<file path="src/rtl/ramsp_arb.sv">
// Two-port arbiter in front of one single-port RAM: round-robin grant, one access per cycle,
// latency-1 read return steered back to the port that issued the read.
module ramsp_arb #(
   parameter int DW = 16,
   parameter int AW = 10
) (
   input  logic          clk,
   input  logic          rst,
   input  logic          a_req,
   input  logic          a_we,
   input  logic [AW-1:0] a_addr,
   input  logic [DW-1:0] a_din,
   output logic          a_gnt,
   output logic          a_rvalid,
   output logic [DW-1:0] a_rdata,
   input  logic          b_req,
   input  logic          b_we,
   input  logic [AW-1:0] b_addr,
   input  logic [DW-1:0] b_din,
   output logic          b_gnt,
   output logic          b_rvalid,
   output logic [DW-1:0] b_rdata,
   output logic          mem_we,
   output logic [AW-1:0] mem_addr,
   output logic [DW-1:0] mem_din,
   input  logic [DW-1:0] mem_dout,
   output logic [15:0]   stall_cnt
);
   localparam int NP = 2;

   logic [NP-1:0]         req, we, gnt, rvalid;
   logic [NP-1:0][AW-1:0] addr;
   logic [NP-1:0][DW-1:0] din, rdata;
   logic                  prio;     // 0 favours A, 1 favours B
   logic                  rd_vld;
   logic                  rd_own;   // port that issued last cycle's read
   logic [15:0]           stall_q;

   assign req  = {b_req, a_req};
   assign we   = {b_we, a_we};
   assign addr = {b_addr, a_addr};
   assign din  = {b_din, a_din};

   always_comb begin
      gnt = '0;
      if (!rst) begin
         if (req[0] && (!req[1] || !prio))
            gnt[0] = 1'b1;
         else if (req[1])
            gnt[1] = 1'b1;
      end
   end

   assign a_gnt = gnt[0];
   assign b_gnt = gnt[1];

   always_comb begin
      mem_we   = 1'b0;
      mem_addr = '0;
      mem_din  = '0;
      for (int p = 0; p < NP; p++) begin
         if (gnt[p]) begin
            mem_we   = we[p];
            mem_addr = addr[p];
            mem_din  = din[p];
         end
      end
   end

   always_ff @(posedge clk or posedge rst) begin
      if (rst) begin
         prio   <= 1'b0;
         rd_vld <= 1'b0;
         rd_own <= 1'b0;
      end else begin
         if (gnt[0])
            prio <= 1'b1;
         else if (gnt[1])
            prio <= 1'b0;
         rd_vld <= |(gnt & ~we);
         rd_own <= gnt[1];
      end
   end

   // Saturating count of cycles where some requester was left waiting.
   always_ff @(posedge clk or posedge rst) begin
      if (rst)
         stall_q <= '0;
      else if (|(req & ~gnt) && stall_q != 16'hFFFF)
         stall_q <= stall_q + 16'd1;
   end

   assign stall_cnt = stall_q;

   genvar g;
   generate
      for (g = 0; g < NP; g++) begin : g_ret
         assign rvalid[g] = rd_vld && (rd_own == 1'(g)) && !rst;
         assign rdata[g]  = rvalid[g] ? mem_dout : '0;
      end
   endgenerate

   assign a_rvalid = rvalid[0];
   assign b_rvalid = rvalid[1];
   assign a_rdata  = rdata[0];
   assign b_rdata  = rdata[1];
endmodule

</file>
<file path="config.mk">
export PLATFORM = sky130hd
export DESIGN_NAME = ramsp_arb
export DESIGN_NICKNAME = d
export VERILOG_FILES = /design/src/rtl/ramsp_arb.sv
export SDC_FILE = /design/constraint.sdc
export NUM_CORES = 1
export LEC_CHECK = 0
export ABC_AREA = 1
export CAP_MARGIN = 40
export CORE_MARGIN = 2
export CORE_UTILIZATION = 31
export DETAILED_ROUTE_END_ITERATION = 6
export GPL_TIMING_DRIVEN = 1
export PLACE_DENSITY = 0.82
export RECOVER_POWER = 50
export SLEW_MARGIN = 20
export SYNTH_ARGS = -nofsm -noshare
export SYNTH_HDL_FRONTEND = slang
export SYNTH_SLANG_ARGS = --single-unit
</file>
<file path="constraint.sdc">
create_clock -name clk -period 3 [get_ports clk]
set_input_delay 0.9 -clock clk [delete_from_list [all_inputs] [get_ports clk]]
set_output_delay 0.9 -clock clk [all_outputs]
set_load 0.02 [all_outputs]
</file>
# ---- After elaboration in Yosys (flattened, before gate mapping)
# Cells that the tools add are included.
# W data, S select, Z words.
dict set report totals {
  latchBits 0
  ff_bits 19
  wordCells 38
  rom_bits 0
  input_bits 74
  n_memories 0
  ramBits 0
}
dict set report op_classes {
  div 0
  n_shift 0
  mul 0
  bitwise_logic 5
  n_reduce_logical 13
  addsub 1
  n_mux 14
  eq_ne 1
  magnitude_cmp 0
}
# op count
set op_table {}
lappend op_table {{$mux W16} 4}
lappend op_table {{$mux W10} 2}
lappend op_table {{$add A16 B1 Y16 const B} 1}
lappend op_table {{$ne A16 B16 Y1 const B} 1}
lappend op_table {{$mux W1} 7}
lappend op_table {{$logic_and A1 B1 Y1} 6}
lappend op_table {{$and A2 B2 Y2} 2}
lappend op_table {{$not A2 Y2} 2}
lappend op_table {{$reduce_or A2 Y1} 2}
lappend op_table {{$logic_not A1 Y1} 3}
lappend op_table {{$mux W2} 1}
lappend op_table {{$reduce_bool A2 Y1} 1}
lappend op_table {{$logic_or A1 B1 Y1} 1}
lappend op_table {{$not A1 Y1} 1}

# ---- Longest topological paths before layout
# Gate-level depths: netlist of the first run.
dict set report logic_depth {
  word_depth 9
  mapped_depth 9
  mapped_depth_nobuf 8
}

# ---- Least setup slack after synthesis of the first run
# OpenSTA, ideal clock, no wires.
dict set report synth_timing {
  path_type {input to output}
  startpoint {input port rst}
  endpoint {output port mem_addr[0]}
  t_arrival_ps 2233
  path_buffers 1
  setup_slack_ps -133
  path_stages 5
  cell_sequence {inv_2 -> nand3_1 -> inv_2 -> buf_1 -> a22o_1}
}
dict set report synth_between {
  elab_chain_cells 3
}
# element line
set synth_rtl {}
lappend synth_rtl {{from (decl)} 8} ;# input logic rst,
lappend synth_rtl {{$mux W2} 46} ;# if (!rst) begin
lappend synth_rtl {{net a_gnt} 13} ;# output logic a_gnt,
lappend synth_rtl {{$mux W10 (2 in series)} 62} ;# if (gnt[p]) begin
lappend synth_rtl {{to (decl)} 24} ;# output logic [AW-1:0] mem_addr,
# The timed path passes the listed nets, and every way through them passes these cells.

# ---- Final worst setup path of the first run
dict set report layout_timing {
  startpoint {input port rst}
  endpoint {output port mem_din[15]}
}
dict set report layout_between {
  elab_chain_cells 3
}
# element line
set layout_rtl {}
lappend layout_rtl {{$mux W2 (*)} 46}
lappend layout_rtl {{$mux W16} 62}
lappend layout_rtl {{$mux W16 (*)} 62}
lappend layout_rtl {{to (decl)} 25} ;# output logic [DW-1:0] mem_din,
# Every way passes the cells marked *; elsewhere a longest branch is shown, timed or not.

==> flow_metrics.env, run 1 <==
export IMPL_hp_class="flip-flop to flip-flop"
export IMPL_ys_seq_elements=19
export IMPL_cts_tree="built"
export IMPL_via_count=2279
export IMPL_clk_pin_slew_ps=70
export IMPL_synth_top_family_by_area="simple AND/OR/NAND/NOR gates"
export IMPL_outcome="complete, no violations"
export IMPL_numPortBuffers=152
export IMPL_p_comb_share_pct=47.8
export IMPL_ys_flop_type="dfrtp_1"
export IMPL_drtPass1Iterations=4
export IMPL_die_w_um=76.2
export IMPL_synth_async_reset_ratio_pct=100
export IMPL_rows=26
export IMPL_cap_viol_max_count=0
export IMPL_stdcell_area_um2=3230
export IMPL_arrival_ps=2020
export IMPL_synth_cell_type_count=23
export IMPL_cts_hold_buf=0
export IMPL_finalSetupTns_ps=0
export IMPL_grt_ovfl_total=0
export IMPL_final_max_slew_viol_count=0
export IMPL_drc_errors=0
export IMPL_utilization_pct=63.6
export IMPL_synth_nets=327
export IMPL_cts_root_buf="clkbuf_8"
export IMPL_fillCellCount=474
export IMPL_gr_usage_all_layers_pct=22.5
export IMPL_first_iter_violations=56
export IMPL_required_ps=2100
export IMPL_ios=153
export IMPL_initial_core_util_pct=31.9
export IMPL_cts_num_sinks=19
export IMPL_die_h_um=76.2
export IMPL_yosys_warnings=0
export IMPL_core_area_um2=5070
export IMPL_grt_pass1_vias=2263
export IMPL_dieArea_um2=5810
export IMPL_drive_gt1_share_pct=16.9
export IMPL_clk_latency_ps=260
export IMPL_finalCritPeriodShare_pct=97.3
export IMPL_synth_seq_area_share_pct=29.4
export IMPL_dp_hpwl_um=5290
export IMPL_vias_per_cell=4.71
export IMPL_p_sw_uw=387
export IMPL_hold_viol_final=0
export IMPL_crit_path_start_kind="input pin"
export IMPL_synth_edf_count=0
export IMPL_rsz0062_at_grt="no"
export IMPL_n_antenna_cell=0
export IMPL_clock_skew_ps=4.57
export IMPL_pwr_share_clk_pct=17.7
export IMPL_h_tree_depth=1
export IMPL_crit_path_end_kind="output pin"
export IMPL_numCtsBuffers=3
export IMPL_synth_compound_area_share_pct=18.1
export IMPL_switching_share_pct=37.9
export IMPL_avgRoutedWirePerCell_um=13.9
export IMPL_grt_max_degree=23
export IMPL_p_seq_share_pct=34.5
export IMPL_areaGrowthSynthToFinish_pct=99.5
export IMPL_synthSimpleGateAreaFrac_pct=37.9
export IMPL_wirelength_um=6720
export IMPL_worstMarginPinSlew_ps=1270
export IMPL_final_antenna_net_count=0
export IMPL_cp_max_fo=14
export IMPL_synth_area_mux_share_pct=0
export IMPL_routabilityCongestion=0.885
export IMPL_placed_area_um2=3300
export IMPL_powerDensity_nw_per_um2=316
export IMPL_layout_nets=490
export IMPL_yosys_area_share_adder_pct=0.773
export IMPL_critical_path_class="input pin to output pin"
export IMPL_synthesis_area_um2=1620
export IMPL_antenna_found_initial=0
export IMPL_synth_cells=252
export IMPL_grt_pass1_wl_um=10800
export IMPL_avgSynthCellArea_um2=6.42
export IMPL_yosysTopAreaCell="dfrtp_1"
export IMPL_synthTopCellsByArea="dfrtp_1 (29%), nand2_1 (18%), a22o_1 (15%), nor2_1 (11%), inv_1 (6.3%)"
export IMPL_internal_power_uw=634
export IMPL_synth_xor_area_share_pct=3.79
export IMPL_setup_viol=0
export IMPL_peakVddDrop_uv=448
export IMPL_yosysTopAreaCellShare_pct=29.4
export IMPL_cts_max_path_buffers=2
export IMPL_slew_headroom_pct=14.8
export IMPL_clock_fmax_ghz=0.343
export IMPL_p_leak_nw=1.64
export IMPL_min_period_ps=2920
[cell usage in the layout, fill, tap and decap left out, types with 2 or more instances in the layout]
cell type	n
buf_2	22
clkbuf_8	3
buf_6	4
o21ai_1	4
dlygate4sd2_1	12
dfrtp_1	19
clkbuf_2	9
clkdlybuf4s15_1	10
nand4_1	6
clkdlybuf4s50_1	70
dlygate4sd3_1	16
a22o_1	27
buf_4	10
clkbuf_1	4
nand3_1	9
nand2_2	2
nor3_4	2
o21ai_0	2
inv_2	3
buf_12	3
nor2_1	49
nand2_1	78
inv_1	28
xnor2_1	7
clkdlybuf4s15_2	5
[synthesized netlist by cell type, drive strengths merged, types with 2 or more instances]
cell / number
a22o: 27
buf: 4
clkbuf: 4
dfrtp: 19
inv: 33
nand2: 81
nand3: 9
nand4: 6
nor2: 51
nor3: 2
o21ai: 6
xnor2: 7
[per-stage QoR]
step / std cells / hold WS [ps] / total power [mW] / setup WS [ps]
after global placement: 476 / 473 / 0.871 / -565
final: 484 / 511 / 1.02 / 82.1
after detailed placement: 476 / 486 / 0.879 / -601
after floorplan: 252 / 462 / 0.599 / 39.1
after global routing: 484 / 517 / 1.08 / 12.8
after CTS: 484 / 505 / 1.05 / 21.0
[registers in the layout, summed over array words and instances (netlist names)]
register	count
rd_vld	1
stall_cnt	16
prio	1
rd_own	1
[cell families (layout without fill, tap and decap cells)]
logic type | after synthesis | count (layout)
compound gates | 35 | 35
xor+xnor | 7 | 7
fa+ha+maj | 1 | 1
buf+inv | 41 | 203
flops | 19 | 19
simple gates | 149 | 149
[cell type report]
class	count	area (um2)	area share, %
repair inverters	1	7.51	0.233
clock buffers	4	45.0	1.40
flip-flops and latches	19	475	14.7
inverters	33	126	3.92
well taps	70	87.6	2.71
repair buffers	165	1500	46.4
multi-input cells	192	988	30.6
[final timing paths]
kind | startpoint | endpoint | slack (ps) | cells after the start
setup / recovery | rst | mem_din[15] | 80 | 8
hold / removal | prio$_DFFE_PP0P_ | prio$_DFFE_PP0P_ | 510 | 2
setup reg to reg | stall_cnt[0]$_DFFE_PP0P_ | stall_cnt[2]$_DFFE_PP0P_ | 390 | 6
hold reg to reg | prio$_DFFE_PP0P_ | prio$_DFFE_PP0P_ | 510 | 2
max in group asynchronous | rst | stall_cnt[7]$_DFFE_PP0P_ | 1190 | 3
min in group asynchronous | rst | prio$_DFFE_PP0P_ | 1180 | 3
[critical path, stage by stage]
cell and delay [ps]:
clkdlybuf4s15_2 280, nor2_1 80, nand2_2 100, inv_4 50
buf_12 120, buf_16 140, a22o_1 190, buf_4 160
[power by group through the flow]
stage | Sequential, mW | Combinational [mW] | Clock [mW]
finish | 0.353 | 0.488 | 0.180
global route | 0.358 | 0.525 | 0.194
detailed placement | 0.356 | 0.523 | 0
global placement | 0.355 | 0.516 | 0
CTS | 0.352 | 0.511 | 0.183
floorplan | 0.388 | 0.211 | 0
[repair_timing]
action,in CTS,in global routing
gates resized for setup,190,21
buffers inserted,3,0
endpoints found under the setup margin,63,37
gates cloned,2,0
pin swaps,0,3
[layer usage]
metal,GRT usage [%],share of wire (%),vias up
li1,-,-,1135
met1,26.7,41,1037
met4,5.27,1.9,0
met2,40.8,51,97
met5,0,0,-
met3,5.45,6.9,10
No activity file was read; power rests on OpenSTA's default activity.
==> inputs of run 2 (changes only) <==
ABC_CLOCK_PERIOD_IN_PS = 3000   (was unset)
==> results of run 2 <==
No change in the layout: final DEF, timing and power equal those of run 1.
==> inputs of run 3 (changes only) <==
SKIP_CTS_REPAIR_TIMING = 1   (was unset)
==> flow_metrics.env, run 3 (same netlist as run 1, synthesis figures left out) <==
export IMPL_fillCellCount=501
export IMPL_via_count=2276
export IMPL_die_h_um=76.2
export IMPL_drtPass1Iterations=4
export IMPL_powerDensity_nw_per_um2=327
export IMPL_critical_path_class="input pin to output pin"
export IMPL_crit_path_start_kind="input pin"
export IMPL_routabilityCongestion=0.885
export IMPL_clock_fmax_ghz=0.361
export IMPL_final_max_slew_viol_count=0
export IMPL_dp_hpwl_um=5290
export IMPL_avgRoutedWirePerCell_um=14.1
export IMPL_drc_errors=0
export IMPL_min_period_ps=2770
export IMPL_arrival_ps=1870
export IMPL_die_w_um=76.2
export IMPL_worstMarginPinSlew_ps=1260
export IMPL_cts_root_buf="clkbuf_8"
export IMPL_drive_gt1_share_pct=20.3
export IMPL_core_area_um2=5070
export IMPL_finalCritPeriodShare_pct=92.4
export IMPL_fin_cells=483
export IMPL_hold_viol_final=0
export IMPL_r2r_setup_slack_ps=400
export IMPL_mostFrequentLayoutCells="nand2_1 (78), clkdlybuf4s50_1 (70), nor2_1 (50)"
export IMPL_slew_headroom_pct=15.2
export IMPL_areaGrowthSynthToFinish_pct=92.0
export IMPL_hp_class="flip-flop to flip-flop"
export IMPL_place_inst=476
export IMPL_clk_pin_slew_ps=70
export IMPL_cts_max_path_buffers=2
export IMPL_rsz0062_at_grt="no"
export IMPL_rows=26
export IMPL_wirelength_um=6820
export IMPL_grt_pass1_wl_um=10600
export IMPL_setup_viol=0
export IMPL_grt_max_degree=30
export IMPL_grt_pass1_vias=2204
export IMPL_vias_per_cell=4.71
export IMPL_peakVddDrop_uv=446
export IMPL_cap_viol_max_count=0
export IMPL_n_antenna_cell=0
export IMPL_antenna_found_initial=0
export IMPL_numCtsBuffers=3
export IMPL_grt_ovfl_total=0
export IMPL_clk_latency_ps=260
export IMPL_worst_slack_ps=229
export IMPL_ios=153
export IMPL_numPortBuffers=152
export IMPL_dieArea_um2=5810
export IMPL_largest_reg_flops=16
export IMPL_initial_core_util_pct=31.9
export IMPL_first_iter_violations=72
export IMPL_clock_skew_ps=3.70
export IMPL_whs_ps=519
export IMPL_place_ws_ps=-601
export IMPL_layout_nets=489
export IMPL_h_tree_depth=1
export IMPL_p_leak_nw=1.63
export IMPL_cp_max_fo=16
export IMPL_finalSetupTns_ps=0
export IMPL_crit_path_end_kind="output pin"
export IMPL_cts_num_sinks=19
export IMPL_final_common_cell="nand2_1"
export IMPL_required_ps=2100
export IMPL_cts_tree="built"
export IMPL_outcome="complete, no violations"
export IMPL_gr_usage_all_layers_pct=22.0
export IMPL_final_antenna_net_count=0
==> run 3: area by class of cell <==
cell class	instances	area, um2	area share, %
clock buffers	4	45.0	1.45
inverters	33	131	4.23
multi-input cells	192	980	31.5
flip-flops and latches	19	475	15.3
well taps	70	87.6	2.82
repair buffers	165	1390	44.6
==> run 3: metrics by stage <==
step                      total power [mW]  utilization [%]  instance area (um2)
after floorplan                      0.599                -                 1630
after global placement               0.871             65.0                 3300
after detailed placement             0.879             65.0                 3300
after CTS                             1.06             65.9                 3340
after global routing                  1.07             61.2                 3110
final                                 1.02             61.2                 3110
==> run 3: metal layers <==
metal / global-route usage (%) / vias up / part of all wire [%] / routed length (um)
met3: 6.64 / 6 / 7.6 / 516
met4: 5.27 / 0 / 1.1 / 72
met1: 25.8 / 1045 / 40 / 2740
met5: 0 / - / 0 / 0
li1: - / 1134 / - / -
met2: 39.1 / 91 / 51 / 3490
==> run 3: final timing paths <==
| check | start | endpoint | depth (start not counted) |
|---|---|---|---|
| setup / recovery | rst | a_rdata[11] | 6 |
| hold / removal | prio$_DFFE_PP0P_ | prio$_DFFE_PP0P_ | 2 |
| setup reg to reg | stall_cnt[0]$_DFFE_PP0P_ | stall_cnt[12]$_DFFE_PP0P_ | 7 |
| hold reg to reg | prio$_DFFE_PP0P_ | prio$_DFFE_PP0P_ | 2 |
| max in group asynchronous | rst | stall_cnt[13]$_DFFE_PP0P_ | 3 |
| min in group asynchronous | rst | prio$_DFFE_PP0P_ | 3 |
==> run 3: critical path, stage by stage <==
cell and delay (ps):
dlymetal6s2s_1 160, buf_4 160, nor3_4 230, inv_4 120, nor2_1 120, clkbuf_2 180
==> run 3: where the power goes <==
group	total, mW	internal, mW	switching [mW]
registers	0.353	0.293	0.0594
clock network	0.179	0.0945	0.0848
logic	0.483	0.242	0.241
